[src/rtl/sw_pkg.sv]
// Shared sizing constants for the slide-switch debouncer.
package sw_pkg;
  localparam int SW_WIDTH                 = 10;
  localparam int SW_STABLE_CYCLES_DEFAULT = 50000;
  localparam int SW_CNT_W                 = 16;
endpackage

[src/rtl/sw_debounce_db_bit.sv]
// One switch bit: two-flop synchroniser, stability counter and edge strobes.
module db_bit
  import sw_pkg::*;
#(
  parameter int CNT_W         = SW_CNT_W,
  parameter int STABLE_CYCLES = SW_STABLE_CYCLES_DEFAULT
) (
  input  logic clk,
  input  logic rst,
  input  logic i_sw,
  output logic o_db,
  output logic o_rise,
  output logic o_fall,
  output logic o_accept_next
);

  localparam logic [CNT_W-1:0] LP_LAST = CNT_W'(STABLE_CYCLES - 1);

  logic             r_s1;
  logic             r_s2;
  logic             r_db;
  logic             r_rise;
  logic             r_fall;
  logic [CNT_W-1:0] r_cnt;

  logic w_differ;
  logic w_accept;

  assign w_differ = r_s2 ^ r_db;
  assign w_accept = w_differ && (r_cnt == LP_LAST);

  // The counter only runs while the synchronised level disagrees with the accepted one.
  always_ff @(posedge clk) begin
    if (rst) begin
      r_s1   <= 1'b0;
      r_s2   <= 1'b0;
      r_db   <= 1'b0;
      r_rise <= 1'b0;
      r_fall <= 1'b0;
      r_cnt  <= '0;
    end else begin
      r_s1   <= i_sw;
      r_s2   <= r_s1;
      r_rise <= w_accept & r_s2;
      r_fall <= w_accept & ~r_s2;
      if (!w_differ) begin
        r_cnt <= '0;
      end else if (w_accept) begin
        r_cnt <= '0;
        r_db  <= r_s2;
      end else begin
        r_cnt <= r_cnt + CNT_W'(1);
      end
    end
  end

  assign o_db          = r_db;
  assign o_rise        = r_rise;
  assign o_fall        = r_fall;
  assign o_accept_next = w_accept;

endmodule

[src/rtl/sw_debounce.sv]
// Debounces a bank of slide switches and reports per-bit edges plus an any-change flag.
module sw_debounce
  import sw_pkg::*;
#(
  parameter int WIDTH         = SW_WIDTH,
  parameter int CNT_W         = SW_CNT_W,
  parameter int STABLE_CYCLES = SW_STABLE_CYCLES_DEFAULT
) (
  input  logic             clk,
  input  logic             rst,
  input  logic [WIDTH-1:0] sw,
  output logic [WIDTH-1:0] sw_db,
  output logic [WIDTH-1:0] sw_rise,
  output logic [WIDTH-1:0] sw_fall,
  output logic             changed
);

  logic [WIDTH-1:0] w_accept_next;
  logic             r_changed;

  for (genvar g = 0; g < WIDTH; g++) begin : g_bit
    db_bit #(
      .CNT_W        (CNT_W),
      .STABLE_CYCLES(STABLE_CYCLES)
    ) u_bit (
      .clk          (clk),
      .rst          (rst),
      .i_sw         (sw[g]),
      .o_db         (sw_db[g]),
      .o_rise       (sw_rise[g]),
      .o_fall       (sw_fall[g]),
      .o_accept_next(w_accept_next[g])
    );
  end

  // Built from the pre-register accept terms so it lands in the same cycle as the strobes.
  always_ff @(posedge clk) begin
    if (rst) begin
      r_changed <= 1'b0;
    end else begin
      r_changed <= |w_accept_next;
    end
  end

  assign changed = r_changed;

endmodule

[config.mk]
export PLATFORM = sky130hd
export DESIGN_NAME = sw_debounce
export DESIGN_NICKNAME = d
export VERILOG_FILES = /design/src/rtl/sw_pkg.sv /design/src/rtl/sw_debounce_db_bit.sv /design/src/rtl/sw_debounce.sv
export SDC_FILE = /design/constraint.sdc
export NUM_CORES = 1
export LEC_CHECK = 0
export ABC_CLOCK_PERIOD_IN_PS = 2400
export CAP_MARGIN = 0
export CORE_MARGIN = 3
export CORE_UTILIZATION = 35
export DETAILED_ROUTE_END_ITERATION = 8
export GPL_TIMING_DRIVEN = 0
export HOLD_SLACK_MARGIN = 0.1
export REMOVE_ABC_BUFFERS = 1
export SLEW_MARGIN = 20
export SYNTH_ARGS = -nofsm -noshare
export SYNTH_HDL_FRONTEND = slang
export SYNTH_SLANG_ARGS = --single-unit
export TNS_END_PERCENT = 5
[constraint.sdc]
create_clock -name clk -period 2.4 [get_ports clk]
set_input_delay 0.48 -clock clk [delete_from_list [all_inputs] [get_ports clk]]
set_output_delay 0.48 -clock clk [all_outputs]
set_load 0.1 [all_outputs]
==> results of run 1 <==
[repair_timing]
item,4_1_cts,5_1_grt
pin swaps,0,1
gates resized for setup,34,4
hold buffers,0,0
endpoints found under the setup margin,77,47
[power breakdown]
group	total, mW	leakage, nW	internal [mW]	switching, mW
Clock	3.47	0.372	2.14	1.33
Sequential	3.54	1.70	3.52	0.0143
Combinational	0.0871	1.25	0.0360	0.0511
Total	7.10	3.33	5.70	1.40
[cell usage after synthesis, drive strengths merged (5+ instances only)]
library cell,count
or3,7
xor2,61
nand2,50
nor3b,11
nor4,11
mux2i,10
xnor2,86
inv,24
nand4b,5
dfxtp,211
or4,7
buf,39
and4,10
nor4b,8
clkbuf,15
nor2,208
and3,23
nand4,26
and3b,5
ha,10
nor2b,21
nor3,28
nand3,53
[cell families (layout without fill, tap and decap cells)]
logic type	count (synthesis)	in the layout
buffers and inverters	78	105
AND/OR/NAND/NOR	483	483
adder cells (fa/ha/maj)	10	10
XOR/XNOR	147	147
AO/OA/AOI/OAI	7	7
multiplexers	10	10
flip-flops	211	211
[registers in the layout, indices dropped and copies added (netlist names)]
register / flops
changed: 1
g_bit.u_bit.o_db: 10
g_bit.u_bit.o_fall: 10
g_bit.u_bit.o_rise: 10
g_bit.u_bit.r_cnt: 160
g_bit.u_bit.r_s1: 10
g_bit.u_bit.r_s2: 10
[worst paths after layout]
check	startpoint	end	slack (ns)
max	g_bit[2].u_bit.o_db	sw_db[2]	0.11
min	g_bit[0].u_bit.r_s1	g_bit[0].u_bit.r_s2	0.43
max reg2reg	g_bit[5].u_bit.r_cnt[0]	changed	0.19
min reg2reg	g_bit[0].u_bit.r_s1	g_bit[0].u_bit.r_s2	0.43
[cell type report]
class	count	area, um2
tap	319	399
clock buffer	35	713
sequential	211	4220
inverter	24	90.1
timing repair buffer	42	379
multi-input combinational	657	4010
fill	2385	14000
clock inverter	4	47.5
[routing by layer]
layer	GRT usage, %	share of wire, %
met1	15.4	50
met2	18.8	44
met3	2.28	3.2
met4	3.54	2.4
met5	0	0
==> results.toml, run 1 <==
[run_status]
outcome = "finished clean"

[routing]
drt_wl_total_um = 15000
routed_via_density = 4.60
wl_per_cell_um = 11.6
num_vias = 5943
post-route-drc-count = 0
postRouteAntennaNets = 0
drtIter0Drc = 228
first_pass_iters = 5

[setup_path]
critPathTopFamily = "buffers and inverters"
cp-end-kind = "output port"
required_ns = 1.92
path_cells = "dlygate4sd2_1"
max_stage_delay_ns = 0.89
crit_type = "flip-flop to output port"
worst_ep_arrival_time_ns = 1.81
reg2reg_depth = 6
worst_path_max_delay_cell = "dlygate4sd2_1"
crit_fanout = 3
cp_num_buf_inv = 1
worst_setup_path_start_kind = "flip-flop"
crit_cells = 1

[logic_synthesis]
synth_compound_area_share_pct = 0.449
synth.mux.area_fraction_pct = 1.16
synth.avg_cell_area_um2 = 9.13
synth.distinct_cells = 39
synth_largest_area_cell = "dfxtp_1"
synth-simple-area-share_pct = 28.0
seq_area_frac_synth_pct = 48.9
yosysWarnings = 0
ys_ff_latch = 211
synth_top_family_by_area = "simple AND/OR/NAND/NOR gates"
synth_xor_xnor_area_share_pct = 14.9
synthTopCellsByArea = "dfxtp_1 49%, nor2_1 9.0%, xnor2_1 8.7%"
syn-cell-area_um2 = 8630
ys.flop_type = "dfxtp_1"
synth_top_cell_area_share_pct = 48.9
synthAdderAreaFrac_pct = 1.45
syn_inst = 946
ys_async_sr_fraction_pct = 0
synth-edff-count = 0

[final_layout]
final_cells = 1292
mostFrequentLayoutCells = "211 x dfxtp_1, 208 x nor2_1, 86 x xnor2_1"
nets = 982
final_common_cell = "dfxtp_1"
utilization_pct = 41.4
syn2layout_area_growth_pct = 14.2
final_design_area_no_fill_um2 = 9860
num_antenna_cells = 0
layout-drive-gt1-share_pct = 4.73

[timing]
drv_slew = 0
maxSlewHeadroom_pct = 34.0
tightestPinTransition_ns = 0.994
rsz0062_at_grt = "false"
clock_skew_ns = 0.00638
timing.fmax_mhz = 437
setup_slack_ns = 0.112
holdWs_ns = 0.433
fin_crit_sh_pct = 95.3
setup_viol = 0
timing.final.hold_violations = 0
finalSetupTns_ns = 0
finalCriticalPeriod_ns = 2.29

[global_routing]
antenna_found_initial = 0
grt_max_degree = 62
overflow = 0
grt_pass1_wl_um = 26100
gr-usage-all-layers_pct = 11.5
first_global_vias = 5652

[placement]
placed_area_um2 = 9100
gp_congestion = 0.763
dp.cells = 1253
portBuffers = 42
place_ws_ns = -0.0533
hpwl_um = 9990

[hold_path]
whs_path_depth = 1
hold_path.class = "flip-flop to flip-flop"

[cts]
post_cts.repair.setup_buffers = 0
clk_transition_reported_paths_ns = 0.05
ctsLongestPathBuffers = 3
cts.htree.levels = 1
worstSkewPairLatency_ns = 0.50
root_buffer = "clkbuf_16"
cts_tree = "built"
cts_buffers = 24
clock-sinks = 211

[floorplanning]
core_area_um2 = 23800
initial_utilization_pct = 36.2
num_rows = 56
die_h_um = 163
ioPinCount = 43
dieArea_um2 = 26600
die_w_um = 163

[power]
total_power_mw = 7.10
power.density_nw_per_um2 = 720
leakage_nw = 3.33
peakVddDrop_mv = 0.416

[flow_run]
drv_cap = 0
Power figures use the tool's default switching activity.
==> inputs of run 2 (changes only) <==
- CAP_MARGIN: 0 -> 10
==> results of run 2 <==
The final DEF is identical to that of run 1; final timing and power are the same.
==> inputs of run 3 (changes only) <==
- SETUP_SLACK_MARGIN: default -> 0.4
- SKIP_CTS_REPAIR_TIMING: default -> 1
==> results.toml, run 3 (synthesis results as in run 1) <==
[timing]
drv_slew = 0
timing.final.hold_violations = 0
maxSlewHeadroom_pct = 33.0
tightestPinTransition_ns = 1.00
finalSetupTns_ns = 0
rsz0062_at_grt = "true"
setup_viol = 0
clock_skew_ns = 0.00591
finalCriticalPeriod_ns = 2.19
timing.fmax_mhz = 457
fin_crit_sh_pct = 91.1

[final_layout]
final_cells = 1301
syn2layout_area_growth_pct = 16.9
multi_input_area_um2 = 4070
regMostFlops = "g_bit.u_bit.r_cnt"
num_antenna_cells = 0
nets = 991
register_area_um2 = 4230
num-fill-cells = 2359
layout-drive-gt1-share_pct = 6.31
mostFrequentLayoutCells = "210 x dfxtp_1, 208 x nor2_1, 86 x xnor2_1"
final_common_cell = "dfxtp_1"
largest_reg_flops = 160
final_design_area_no_fill_um2 = 10100

[floorplanning]
die_w_um = 163
die_h_um = 163
core_area_um2 = 23800
ioPinCount = 43
num_rows = 56
initial_utilization_pct = 36.2
dieArea_um2 = 26600

[cts]
ctsLongestPathBuffers = 3
clk_transition_reported_paths_ns = 0.05
cts.htree.levels = 1
root_buffer = "clkbuf_16"
worstSkewPairLatency_ns = 0.50
clock-sinks = 211
cts_tree = "built"
cts_buffers = 24

[setup_path]
cp_num_buf_inv = 1
cp-end-kind = "output port"
crit_fanout = 3
worst_setup_path_start_kind = "flip-flop"
crit_type = "flip-flop to output port"
max_stage_delay_ns = 0.79
crit_cells = 1
worst_ep_arrival_time_ns = 1.71
critPathTopFamily = "buffers and inverters"
required_ns = 1.92
worst_path_max_delay_cell = "dlymetal6s2s_1"
path_cells = "dlymetal6s2s_1"
reg2reg_depth = 6

[global_routing]
grt_pass1_wl_um = 26000
overflow = 0
antenna_found_initial = 0
first_global_vias = 5650
grt_max_degree = 62
gr-usage-all-layers_pct = 11.5

[power]
leakage_nw = 3.80
power.density_nw_per_um2 = 704
pwr-share-comb_pct = 1.3
clockPowerShare_pct = 49.0
seqPwrFrac_pct = 49.8
peakVddDrop_mv = 0.418
p_sw_mw = 1.41
p_sw_share_pct = 19.8
total_power_mw = 7.11
internal_power_mw = 5.71

[placement]
placed_area_um2 = 9100
gp_congestion = 0.763
dp.cells = 1253
portBuffers = 42
hpwl_um = 9990

[flow_run]
drv_cap = 0

[routing]
first_pass_iters = 4
drtIter0Drc = 225
routed_via_density = 4.62
wl_per_cell_um = 11.7
drt_wl_total_um = 15300
postRouteAntennaNets = 0
post-route-drc-count = 0
num_vias = 6009

[run_status]
outcome = "finished clean"

[hold_path]
whs_path_depth = 1
hold_path.class = "flip-flop to flip-flop"
==> run 3: stage by stage <==
stage | util [%] | hold slack [ns] | setup slack, ns
after detailed placement | 38.2 | 0.425 | -0.0533
final | 42.4 | 0.433 | 0.213
after global routing | 42.4 | 0.448 | 0.166
after global placement | 38.2 | 0.418 | -1.29
after CTS | 41.4 | 0.438 | -0.242
after floorplan | - | 0.413 | -0.0453
==> run 3: area by class of cell <==
cell class,instances,area share (%)
Multi-Input combinational cell,658,40.3
Tap cell,319,3.95
Inverter,24,0.892
Clock inverter,4,0.471
Clock buffer,35,7.06
Sequential cell,211,41.8
Timing Repair Buffer,50,5.50
==> run 3: path summary, 6_finish.rpt <==
check | from | slack (ns) | to
max | g_bit[2].u_bit.o_db | 0.21 | sw_db[2]
min | g_bit[0].u_bit.r_s1 | 0.43 | g_bit[0].u_bit.r_s2
max reg2reg | g_bit[2].u_bit.r_cnt[0] | 0.32 | changed
min reg2reg | g_bit[0].u_bit.r_s1 | 0.43 | g_bit[0].u_bit.r_s2
==> run 3: routing by layer <==
layer	up-vias	track usage (%)	routed length, um	part of all wire (%)
li1	3146	-	-	-
met1	2769	15.3	7600	50
met2	65	18.7	6780	44
met3	29	2.28	494	3.2
met4	0	3.73	392	2.6
met5	-	0	0	0
==> run 3: power groups by stage <==
stage | Combinational [mW] | Sequential [mW] | Clock (mW)
final | 0.0908 | 3.54 | 3.48
after global routing | 0.103 | 3.54 | 3.74
after CTS | 0.0884 | 3.54 | 3.61
after detailed placement | 0.0882 | 3.62 | 0
after global placement | 0.0900 | 3.62 | 0
after floorplan | 0.0409 | 3.61 | 0
